**config.mk**
```make
export PLATFORM = sky130hd
export DESIGN_NAME = ternary_serial_subtractor_flat
export DESIGN_NICKNAME = d
export VERILOG_FILES = /design/src/rtl/ternary_serial_subtractor_pkg.sv /design/src/rtl/ternary_serial_subtractor_if.sv /design/src/rtl/ternary_serial_subtractor_fs.sv /design/src/rtl/ternary_serial_subtractor.sv /design/src/flat_wrapper.sv
export SDC_FILE = /design/constraint.sdc
export NUM_CORES = 1
export LEC_CHECK = 0
export ABC_CLOCK_PERIOD_IN_PS = 2600
export CAP_MARGIN = 10
export CORE_AREA = 4 4 41 43
export DETAILED_ROUTE_END_ITERATION = 10
export DIE_AREA = 0 0 45 47
export DONT_BUFFER_PORTS = 1
export GPL_ROUTABILITY_DRIVEN = 0
export PLACE_DENSITY = 0.71
export SKIP_CTS_REPAIR_TIMING = 1
export SKIP_LAST_GASP = 1
export SLEW_MARGIN = 20
export SYNTH_ARGS = -nofsm -noshare
export SYNTH_HDL_FRONTEND = slang
export SYNTH_SLANG_ARGS = --single-unit
```
**constraint.sdc**
```tcl
create_clock -name clk -period 2.6 [get_ports clk]
set_input_delay 0.26 -clock clk [delete_from_list [all_inputs] [get_ports clk]]
set_output_delay 0.26 -clock clk [all_outputs]
set_load 0.05 [all_outputs]
```
**src/rtl/ternary_serial_subtractor_pkg.sv**
```systemverilog
// Shared ternary digit encoding and FSM state type for the ternary adder/subtractor family.
// Digits are {d1,d0} = 0,1,2; 2'b11 is the illegal code.
package tern_pkg;

  typedef logic [1:0] digit_t;

  localparam digit_t TD0    = 2'b00;
  localparam digit_t TD1    = 2'b01;
  localparam digit_t TD2    = 2'b10;
  localparam digit_t TD_BAD = 2'b11;

  typedef enum logic {
    IDLE = 1'b0,
    BUSY = 1'b1
  } state_t;

  // The illegal code reads as digit 0 wherever no explicit check is made.
  function automatic digit_t digit_val(input digit_t x);
    return (x == TD_BAD) ? TD0 : x;
  endfunction

endpackage

```
**src/rtl/ternary_serial_subtractor_if.sv**
```systemverilog
// Stream bundle for the digit-serial ternary subtractor: input digit pairs, result digits,
// the sticky error flag and the FSM state for observation.
//
// Handshake: a transfer happens on a rising edge where valid & ready are both high; while
// valid is high and ready is low the sender holds valid and its data stable.
interface ternary_serial_subtractor_if;
  import tern_pkg::*;

  logic         in_valid;
  logic         in_ready;
  digit_t       in_a;
  digit_t       in_b;
  logic         in_last;

  logic         out_valid;
  logic         out_ready;
  digit_t       out_d;
  logic         out_last;
  logic         out_borrow;

  logic         err;
  state_t       dbg_state;

  modport master (
    output in_valid, in_a, in_b, in_last, out_ready,
    input  in_ready, out_valid, out_d, out_last, out_borrow, err, dbg_state
  );

  modport slave (
    input  in_valid, in_a, in_b, in_last, out_ready,
    output in_ready, out_valid, out_d, out_last, out_borrow, err, dbg_state
  );

endinterface

```
**src/rtl/ternary_serial_subtractor_fs.sv**
```systemverilog
// Combinational ternary full subtractor: d = a - b - bin modulo 3, bout set when the raw
// difference goes negative. The illegal code 2'b11 is treated as digit 0.
module ternary_full_subtractor
  import tern_pkg::*;
(
  input  digit_t a,
  input  digit_t b,
  input  logic   bin,
  output digit_t d,
  output logic   bout
);

  logic [2:0] av;
  logic [2:0] bv;
  logic [2:0] s;

  // Offset by 3 so the difference stays non-negative: s in 0..5, s<3 means a borrow.
  always_comb begin
    av   = {1'b0, digit_val(a)};
    bv   = {1'b0, digit_val(b)};
    s    = av + 3'd3 - bv - {2'b00, bin};
    d    = TD0;
    bout = 1'b0;
    if (s < 3'd3) begin
      d    = s[1:0];
      bout = 1'b1;
    end else begin
      d    = 2'(s - 3'd3);
      bout = 1'b0;
    end
  end

endmodule

```
**src/rtl/ternary_serial_subtractor.sv**
```systemverilog
// Digit-serial ternary subtractor A - B, LSD first, one digit pair per beat, 1-clk latency.
// Define TERN_ERR_CHK_EN to flag illegal digits (sticky per frame) and force their result to 0.
module ternary_serial_subtractor
  import tern_pkg::*;
#(
  parameter int MAX_DIGITS = 8,
  parameter int CNT_W      = 3
) (
  input logic                    clk,
  input logic                    rst_n,
  ternary_serial_subtractor_if.slave bus
);

  localparam logic [CNT_W-1:0] CNT_LAST = CNT_W'(MAX_DIGITS - 1);

  state_t            state_q, state_d;
  logic [CNT_W-1:0]  cnt_q, cnt_d;
  logic              borrow_q, borrow_d;
  logic              out_valid_q, out_valid_d;
  digit_t            out_d_q, out_d_d;
  logic              out_last_q, out_last_d;
  logic              out_borrow_q, out_borrow_d;

  logic              in_ready;
  logic              accept;
  logic              first_beat;
  logic              frame_end;
  logic              borrow_in;
  digit_t            cell_d;
  logic              cell_bout;
  digit_t            dig;
  logic              bnext;

  assign in_ready   = !out_valid_q || bus.out_ready;
  assign accept     = bus.in_valid && in_ready;
  assign first_beat = (state_q == IDLE);
  assign frame_end  = bus.in_last || (cnt_q == CNT_LAST);
  // A new frame never inherits the borrow of the previous one.
  assign borrow_in  = first_beat ? 1'b0 : borrow_q;

  ternary_full_subtractor u_cell (
    .a    (bus.in_a),
    .b    (bus.in_b),
    .bin  (borrow_in),
    .d    (cell_d),
    .bout (cell_bout)
  );

`ifdef TERN_ERR_CHK_EN
  logic illegal;
  logic err_q, err_d;

  assign illegal = (bus.in_a == TD_BAD) || (bus.in_b == TD_BAD);
  assign dig     = illegal ? TD0 : cell_d;
  assign bnext   = illegal ? 1'b0 : cell_bout;

  // Sticky within a frame; re-evaluated from scratch on the first beat of the next frame.
  always_comb begin
    err_d = err_q;
    if (accept) begin
      err_d = first_beat ? illegal : (err_q || illegal);
    end
  end

  always_ff @(posedge clk or negedge rst_n) begin
    if (!rst_n) begin
      err_q <= 1'b0;
    end else begin
      err_q <= err_d;
    end
  end

  assign bus.err = err_q;
`else
  assign dig     = cell_d;
  assign bnext   = cell_bout;
  assign bus.err = 1'b0;
`endif

  always_comb begin
    state_d      = state_q;
    cnt_d        = cnt_q;
    borrow_d     = borrow_q;
    out_valid_d  = out_valid_q;
    out_d_d      = out_d_q;
    out_last_d   = out_last_q;
    out_borrow_d = out_borrow_q;
    if (accept) begin
      out_valid_d  = 1'b1;
      out_d_d      = dig;
      out_last_d   = frame_end;
      out_borrow_d = frame_end && bnext;
      if (frame_end) begin
        state_d  = IDLE;
        cnt_d    = '0;
        borrow_d = 1'b0;
      end else begin
        state_d  = BUSY;
        cnt_d    = cnt_q + CNT_W'(1);
        borrow_d = bnext;
      end
    end else if (bus.out_ready) begin
      out_valid_d = 1'b0;
    end
  end

  always_ff @(posedge clk or negedge rst_n) begin
    if (!rst_n) begin
      state_q      <= IDLE;
      cnt_q        <= '0;
      borrow_q     <= 1'b0;
      out_valid_q  <= 1'b0;
      out_d_q      <= TD0;
      out_last_q   <= 1'b0;
      out_borrow_q <= 1'b0;
    end else begin
      state_q      <= state_d;
      cnt_q        <= cnt_d;
      borrow_q     <= borrow_d;
      out_valid_q  <= out_valid_d;
      out_d_q      <= out_d_d;
      out_last_q   <= out_last_d;
      out_borrow_q <= out_borrow_d;
    end
  end

  assign bus.in_ready   = in_ready;
  assign bus.out_valid  = out_valid_q;
  assign bus.out_d      = out_d_q;
  assign bus.out_last   = out_last_q;
  assign bus.out_borrow = out_borrow_q;
  assign bus.dbg_state  = state_q;

endmodule
```
**src/flat_wrapper.sv**
```systemverilog
// flat-port wrapper written by rule: the top's interface ports become plain ports
module ternary_serial_subtractor_flat import tern_pkg::*;
#(
  parameter int MAX_DIGITS = 8,
  parameter int CNT_W      = 3
)
  (clk, rst_n, bus_in_valid, bus_in_a, bus_in_b, bus_in_last, bus_out_ready, bus_in_ready, bus_out_valid, bus_out_d, bus_out_last, bus_out_borrow, bus_err, bus_dbg_state);
  ternary_serial_subtractor_if bus_i ();
  input logic clk;
  input logic rst_n;
  input wire logic [$bits(bus_i.in_valid)-1:0] bus_in_valid;
  input wire logic [$bits(bus_i.in_a)-1:0] bus_in_a;
  input wire logic [$bits(bus_i.in_b)-1:0] bus_in_b;
  input wire logic [$bits(bus_i.in_last)-1:0] bus_in_last;
  input wire logic [$bits(bus_i.out_ready)-1:0] bus_out_ready;
  output wire logic [$bits(bus_i.in_ready)-1:0] bus_in_ready;
  output wire logic [$bits(bus_i.out_valid)-1:0] bus_out_valid;
  output wire logic [$bits(bus_i.out_d)-1:0] bus_out_d;
  output wire logic [$bits(bus_i.out_last)-1:0] bus_out_last;
  output wire logic [$bits(bus_i.out_borrow)-1:0] bus_out_borrow;
  output wire logic [$bits(bus_i.err)-1:0] bus_err;
  output wire logic [$bits(bus_i.dbg_state)-1:0] bus_dbg_state;
  assign bus_i.in_valid = bus_in_valid;
  assign bus_i.in_a = bus_in_a;
  assign bus_i.in_b = bus_in_b;
  assign bus_i.in_last = bus_in_last;
  assign bus_i.out_ready = bus_out_ready;
  assign bus_in_ready = bus_i.in_ready;
  assign bus_out_valid = bus_i.out_valid;
  assign bus_out_d = bus_i.out_d;
  assign bus_out_last = bus_i.out_last;
  assign bus_out_borrow = bus_i.out_borrow;
  assign bus_err = bus_i.err;
  assign bus_dbg_state = bus_i.dbg_state;
  ternary_serial_subtractor #(.MAX_DIGITS(MAX_DIGITS), .CNT_W(CNT_W)) u_core (.clk(clk), .rst_n(rst_n), .bus(bus_i));
endmodule
```
Yosys cells after proc, flatten, opt, wreduce, memory -nomap -nowiden --
Cells that the tools add are included.
Storage, ports and cells: register bits after elaboration 10, input port bits 9, output and inout bits 8, word-level logic and storage cells 32
Operators by class: add/subtract/negate cells 5, $lt $le $gt $ge 1, equal/unequal tests 3, muxes and demuxes 10, reductions and logical operators 6
Operators with widths (count):
- two-way mux 1 bit | 6
- two-way mux 2 bit | 3
- == test 2 bit, second input constant | 2
- adder 2 x 2 -> 3 bit, second input constant | 1
- adder 3 x 1 -> 3 bit, second input constant | 1
- == test 3 bit, second input constant | 1
- less-than comparator 3 x 2 -> 1 bit, second input constant | 1
- two-way mux 3 bit | 1
- subtractor 3 x 1 -> 3 bit | 1
- subtractor 3 x 2 -> 3 bit | 1
- logical AND 1 bit | 2
- logical OR 1 bit | 2
- nonzero test 2 bit | 1
- subtractor 2 bit, second input constant | 1
- logical NOT 1 bit | 1

Logic depth before layout (Yosys ltp) --
Gate-level depths: netlist of the first run.
depth after elaboration 8, depth in mapped cells 8, gate-level depth less buffers 8

Modules after synthesis --
A second synthesis of the first run with hierarchy kept.
Second synthesis, totals: cell total of the unflattened synthesis 57, area, all modules 623.1 µm²
Modules (own cells, without submodules):
- ternary_serial_subtractor | instances 1, cells each 39, area each 474.2 µm²
- ternary_full_subtractor | instances 1, cells each 18, area each 148.9 µm²

Least setup slack after synthesis of the first run --
No wires, ideal clock.
path kind reg-to-reg, start register u_core.state_q, in the netlist u_core.bus.dbg_state, end register u_core.out_d_q[1], in the netlist u_core.bus.out_d[1], library setup time 125 ps, arrival 1899 ps, required time 2475 ps, setup slack 576 ps, stages on the path, launching flop included 7, path buffers 0, clock period less this slack 2024 ps, cell sequence dfrtp_1 -> nand2_1 -> ha_1 -> fa_1 -> xnor2_1 -> o21ai_0 -> mux2_4
Between the ends: longest elaborated chain between the ends 4, elaborated cells on any way between the ends 5
RTL lines:
- start: declaration | RTL line ternary_serial_subtractor.sv:16 | state_t state_q, state_d;
- start signal: assignment | RTL line ternary_serial_subtractor.sv:117 | state_q <= state_d;
- two-way mux 1 bit * | RTL line ternary_serial_subtractor.sv:39 | assign borrow_in = first_beat ? 1'b0 : borrow_q;
- subtractor 3 x 1 -> 3 bit * | RTL line ternary_serial_subtractor_fs.sv:21 | s = av + 3'd3 - bv - {2'b00, bin};
- less-than comparator 3 x 2 -> 1 bit or subtractor 2 bit (tied branches) | RTL line ternary_serial_subtractor_fs.sv:24, ternary_serial_subtractor_fs.sv:28
- two-way mux 2 bit * | RTL line ternary_serial_subtractor_fs.sv:24 | if (s < 3'd3) begin
- end signal: assignment | RTL line ternary_serial_subtractor.sv:121 | out_d_q <= out_d_d;
- end: declaration | RTL line ternary_serial_subtractor.sv:20 | digit_t out_d_q, out_d_d;
Every way passes the cells marked *; elsewhere a longest branch is shown, timed or not. A chain may end at the register's enable or synchronous reset.

Worst setup path in the final report of the first run --
start input bus_in_a[1], end register u_core.out_d_q[1], in the netlist u_core.bus.out_d[1]
Between the ends: longest elaborated chain between the ends 7, elaborated cells on any way between the ends 8
RTL lines:
- start: declaration | RTL line flat_wrapper.sv:12 | input wire logic [$bits(bus_i.in_a)-1:0] bus_in_a;
- == test 2 bit | RTL line ternary_serial_subtractor_pkg.sv:19 | return (x == TD_BAD) ? TD0 : x;
- two-way mux 2 bit * | RTL line ternary_serial_subtractor_pkg.sv:19
- adder 2 x 2 -> 3 bit * | RTL line ternary_serial_subtractor_fs.sv:21
- subtractor 3 x 2 -> 3 bit * | RTL line ternary_serial_subtractor_fs.sv:21
- subtractor 3 x 1 -> 3 bit * | RTL line ternary_serial_subtractor_fs.sv:21
- less-than comparator 3 x 2 -> 1 bit or subtractor 2 bit (tied branches) | RTL line ternary_serial_subtractor_fs.sv:24, ternary_serial_subtractor_fs.sv:28
- two-way mux 2 bit * | RTL line ternary_serial_subtractor_fs.sv:24
Marks and branches as above.

==> impl_metrics.ini, run 1 <==
[route]
vias = 367
first_pass_iters = 4
drc = 0
drt_iter0_markers = 11
finalWirelength_microns = 875
wl_per_cell_microns = 12.0
avgViaCountPerCell = 5.03
ant_nets = 0

[synth]
yosys_warnings = 0
synth-edff-count = 0
synthArstFlopShare_pct = 100
synth_largest_area_cell = dfrtp_1
synth_area_sq_um = 604
yosysTopAreaCellShare_pct = 41.4
ys_seq_area_share_pct = 41.4
syn_nets = 71
synthFlopType = dfrtp_1
ys_ff_latch = 10
syn_area_per_cell_sq_um = 10.8
netlist_instances = 56
ys_types = 23
synth_area_leaders = dfrtp_1 41%, ha_1 10%, mux2_4 5.0%

[global_route]
grt_pass1_wl_microns = 1540
overflow = 0
grt_pass1_vias = 349
grt_antenna_before_repair = 0
grt_max_degree = 11
grt_usage_pct = 10.5

[clocking]
clkTransAtPathRegs_ps = 60
clkSinkCount = 10
htreeDepth = 1
numCtsBuffers = 3
insertion_delay_ps = 260
ctsRootBufferMaster = clkbuf_4
cts_tree = done
clk_path_buf_depth = 2

[job]
drv_cap = 0

[die]
core_area_sq_um = 1300
num_io_pins = 17
die-area_sq_um = 2120
fp.dieH_microns = 47
die_x_microns = 45
start_util_pct = 46.4
rows = 13

[setup_path]
slowest_stage = fa_1
cp.arrival_ps = 1930
worstPathCellList = nand2b_1, ha_1, inv_1, ha_1, fa_1, xnor2_1, o21ai_0, mux2_4
crit_fanout = 3
cpMostUsedCell = ha_1
worst-path-buf-inv = 1
critPathTopFamily = adder cells
cp.required_ps = 2750
crit_path_end_kind = flip-flop
critPathLaunchType = primary input
path_class = in -> reg
max_stage_delay_ps = 380

[placed_design]
placed_cell_area_sq_um = 601
port_buffers = 0
dpl.hpwl_microns = 697
dp.cells = 69

[power]
p_leak_nw = 0.309
p_per_area_nw_per_um2 = 778
finalPower_w = 0.000492
ir_worst_vdd_uv = 323

[timing]
relSlewSlack_pct = 65.0
finalSetupViolations = 0
finalSetupTns_ps = 0
rsz0062_at_grt = no
slew_violations = 0
fin_crit_sh_pct = 68.4
hold_viol_final = 0
tightest_slew_ps = 525
finalWorstPathRequiredPeriod_ps = 1780
max_freq_mhz = 562
skew_ps = 4.98

[final_layout]
stdcell_count = 73
area_delta_synth_final_pct = 4.76
drive_gt1_share_pct = 13.8
diodes = 0
final_area_sq_um = 633
fin_nets = 75

[hold_path]
hp-class = in -> reg

[status]
status = finished clean
## synthesized netlist by cell type, types with 2 or more instances
cell type,instances
nor2b_1,2
o21ai_0,4
nand2b_1,4
buf_6,2
dfrtp_1,10
mux2i_1,2
mux2_4,2
nand2_1,4
nand4_1,2
ha_1,5
inv_1,6
o2bb2ai_1,2
## registers in the layout (all words and copies together), names as in the netlist
register	cells
u_core.cnt_q	3
u_core.bus.out_d	2
u_core.borrow_q	1
u_core.bus.dbg_state	1
u_core.bus.out_borrow	1
u_core.bus.out_last	1
u_core.bus.out_valid	1
## layout make-up
class,instances,area (sq um)
clock buffers,3,22.5
multi-input cells,37,302
repair buffers,2,17.5
flip-flops and latches,10,250
fillers,127,668
well taps,15,18.8
inverters,6,22.5
## placed cells by master (no fill, tap or decap), drive strengths merged
cell type    instances
and2                 1
buf                  1
clkbuf               3
conb                 1
dfrtp               10
dlygate4sd3          1
fa                   1
ha                   5
inv                  6
mux2                 2
mux2i                2
nand2                4
nand2b               5
nand3                1
nand3b               1
nand4                2
nor2                 1
nor2b                2
o21a                 1
o21ai                4
o2bb2ai              2
or2b                 1
xnor2                1
## routing by layer
metal | part of all wire, % | wire, microns | vias to the layer above | track usage, %
li1 | - | - | 186 | -
met1 | 48 | 424 | 164 | 14.0
met2 | 40 | 347 | 15 | 12.7
met3 | 11 | 96 | 2 | 6.90
met4 | 0.69 | 6 | 0 | 5.26
met5 | 0 | 0 | - | 0
## logic make-up after synthesis
kind of cell,share of synthesized area [%]
AOI/OAI and AO/OA,7.45
xor gates and xnor gates,1.45
adders and majority gates,13.7
buffers and inverters,8.70
DFF,41.4
muxes,8.28
other,0.621
and+or+nand+nor,18.4
## path summary, 6_finish.rpt
path | end | start | slack [ps] | depth (start not counted)
hold reg to reg | u_core.cnt_q[0]$_DFFE_PN0P_ | u_core.cnt_q[0]$_DFFE_PN0P_ | 480 | 1
setup / recovery | u_core.bus.out_d[1]$_DFFE_PN0P_ | bus_in_a[1] | 820 | 8
setup reg to reg | u_core.bus.out_d[1]$_DFFE_PN0P_ | u_core.bus.dbg_state$_DFFE_PN0P_ | 850 | 6
hold / removal | u_core.bus.out_valid$_DFFE_PN0P_ | bus_in_valid | 110 | 1
min in group asynchronous | u_core.bus.out_d[0]$_DFFE_PN0P_ | rst_n | 370 | 1
max in group asynchronous | u_core.bus.out_valid$_DFFE_PN0P_ | rst_n | 1920 | 1
## power breakdown
part           switching (W)  total [W]  internal (W)
registers          0.0000870   0.000272      0.000185
clock network      0.0000491   0.000102     0.0000533
logic              0.0000602   0.000118     0.0000575
total               0.000196   0.000492      0.000296
## stage by stage
stage / util [%] / setup slack, ps / hold slack (ps)
detailed placement: 46.2 / 522 / -35.3
CTS: 47.9 / 815 / -326
floorplan: - / 576 / -35.6
finish: 48.7 / 820 / 107
global placement: 46.2 / 560 / -35.3
global route: 48.7 / 729 / 102
Power figures use the tool's default switching activity.
==> run 2, diff against run 1 <==
ABC_CLOCK_PERIOD_IN_PS = 1800   (was 2600)
clock period = 1.8 ns   (was 2.6 ns; I/O delays follow)
==> run 2 against run 1 <==
Largest cell class unchanged. Sequential power is 43% higher. Combinational power rose by 70%. Global-route usage is 0.25 points lower. Sequential share of layout area is 2.7 points lower. Wire length rose by 11%. Critical path type is now reg -> reg. Highest routed layer is now met3. Critical endpoint is now u_core.bus.out_d[0]$_DFFE_PN0P_.
==> impl_metrics.ini, run 2 (same netlist as run 1, synthesis figures left out) <==
[clocking]
ctsRootBufferMaster = clkbuf_4
clk_path_buf_depth = 2
htreeDepth = 1
numCtsBuffers = 3
insertion_delay_ps = 260
cts_tree = done
clkSinkCount = 10
clkTransAtPathRegs_ps = 70

[timing]
finalWorstPathRequiredPeriod_ps = 1670
finalSetupViolations = 0
slew_violations = 0
skew_ps = 4.67
max_freq_mhz = 597
fin_crit_sh_pct = 93.0
hold_viol_final = 0
finalSetupTns_ps = 0
rsz0062_at_grt = no
worst_hold_slack_ps = 26.1

[route]
wl_per_cell_microns = 12.7
avgViaCountPerCell = 4.89
drt_iter0_markers = 6
vias = 372
finalWirelength_microns = 968
first_pass_iters = 3
drc = 0
ant_nets = 0

[setup_path]
cp.required_ps = 1950
worstPathCellList = nand2_1, ha_2, fa_2, nand2b_4, mux2i_1, mux2_4
critPathLaunchType = flip-flop
r2r_slack_ps = 130
cp.arrival_ps = 1830
rr_endpoint = u_core.bus.out_d[0]$_DFFE_PN0P_
r2r_cells = 6
crit_fanout = 3
crit_path_end_kind = flip-flop
reg2reg_from = u_core.borrow_q$_DFFE_PN0P_
path_class = reg -> reg
max_stage_delay_ps = 540
slowest_stage = fa_2

[status]
status = finished clean

[die]
die-area_sq_um = 2120
num_io_pins = 17
die_x_microns = 45
rows = 13
fp.dieH_microns = 47
core_area_sq_um = 1300
start_util_pct = 46.4

[global_route]
grt_pass1_vias = 347
overflow = 0
grt_antenna_before_repair = 0
grt_usage_pct = 10.3
grt_pass1_wl_microns = 1510
grt_max_degree = 11

[final_layout]
multi_input_area_sq_um = 322
final_cell_mix = 9 x dfrtp_1, 6 x inv_1, 4 x nand2_1, 4 x ha_1
mostFrequentLayoutCell = dfrtp_1
fill_cells = 131
area_delta_synth_final_pct = 13.0
final_core_util_pct = 52.5
diodes = 0
fin_nets = 77
largest_reg_flops = 3
largest-register = u_core.cnt_q
drive_gt1_share_pct = 26.2
regArea_sq_um = 251
stdcell_count = 76

[placed_design]
port_buffers = 0
dpl.hpwl_microns = 767
dp.cells = 71

[hold_path]
holdCritStartpoint = bus_in_valid
hp-class = in -> reg
whs_path_depth = 1
holdPathEnd = u_core.bus.out_valid$_DFFE_PN0P_

[power]
p_leak_nw = 0.334
ir_worst_vdd_uv = 576
p_per_area_nw_per_um2 = 1150
finalPower_w = 0.000789

[job]
drv_cap = 0
-- run 2: cell types whose count changed in the layout (fill, tap and decap cells not counted), sizes merged --
cell | previous run | this run
buf | 1 | 3
clkbuf | 3 | 4
-- run 2: critical path, delay by kind of cell (launching register included) --
kind | cells | cell delay [ps]
muxes | 2 | 310
adders and majority gates | 2 | 710
DFF | 1 | 360
and+or+nand+nor | 2 | 180
-- run 2: final cells by class --
class                   count  share of cell area [%]
inverters                   6                    3.30
clock buffers               4                    5.31
well taps                  15                    2.75
flip-flops and latches     10                    36.8
multi-input cells          37                    47.1
repair buffers              4                    4.76
-- run 2: where the power goes --
group	total [W]	leakage, nW	internal (W)	switching (W)
Combinational	0.000201	0.189	0.000101	0.0000997
Sequential	0.000389	0.124	0.000268	0.000121
Clock	0.000199	0.0210	0.000123	0.0000766
Total	0.000789	0.334	0.000492	0.000297
-- run 2: worst max path at each step --
stage | end | from | cells after the start | slack, ps
5_1_grt | u_core.bus.out_d[1]$_DFFE_PN0P_ | u_core.borrow_q$_DFFE_PN0P_ | 6 | 20
4_1_cts | u_core.bus.out_d[1]$_DFFE_PN0P_ | u_core.borrow_q$_DFFE_PN0P_ | 6 | 110
3_5_place_dp | u_core.bus.out_d[1]$_DFFE_PN0P_ | bus_in_a[1] | 8 | -100
6_report | u_core.bus.out_d[0]$_DFFE_PN0P_ | u_core.borrow_q$_DFFE_PN0P_ | 6 | 130
2_1_floorplan | u_core.bus.out_d[1]$_DFFE_PN0P_ | u_core.bus.dbg_state$_DFFE_PN0P_ | 6 | -40
3_3_place_gp | u_core.bus.out_d[1]$_DFFE_PN0P_ | bus_in_a[1] | 8 | -100
-- run 2: routing by layer --
layer	GRT usage, %	vias to the layer above	routed length (microns)
li1	-	190	-
met1	11.6	167	423
met2	16.4	15	448
met3	6.90	0	96
met4	1.75	0	0
met5	0	-	0
-- run 2: metrics by stage --
stage          setup WS (ps)  instance area [sq um]
2_1_floorplan          -38.1                    623
3_3_place_gp           -98.5                    634
3_5_place_dp            -102                    634
4_1_cts                  110                    671
5_1_grt                 16.6                    683
6_report                 126                    683
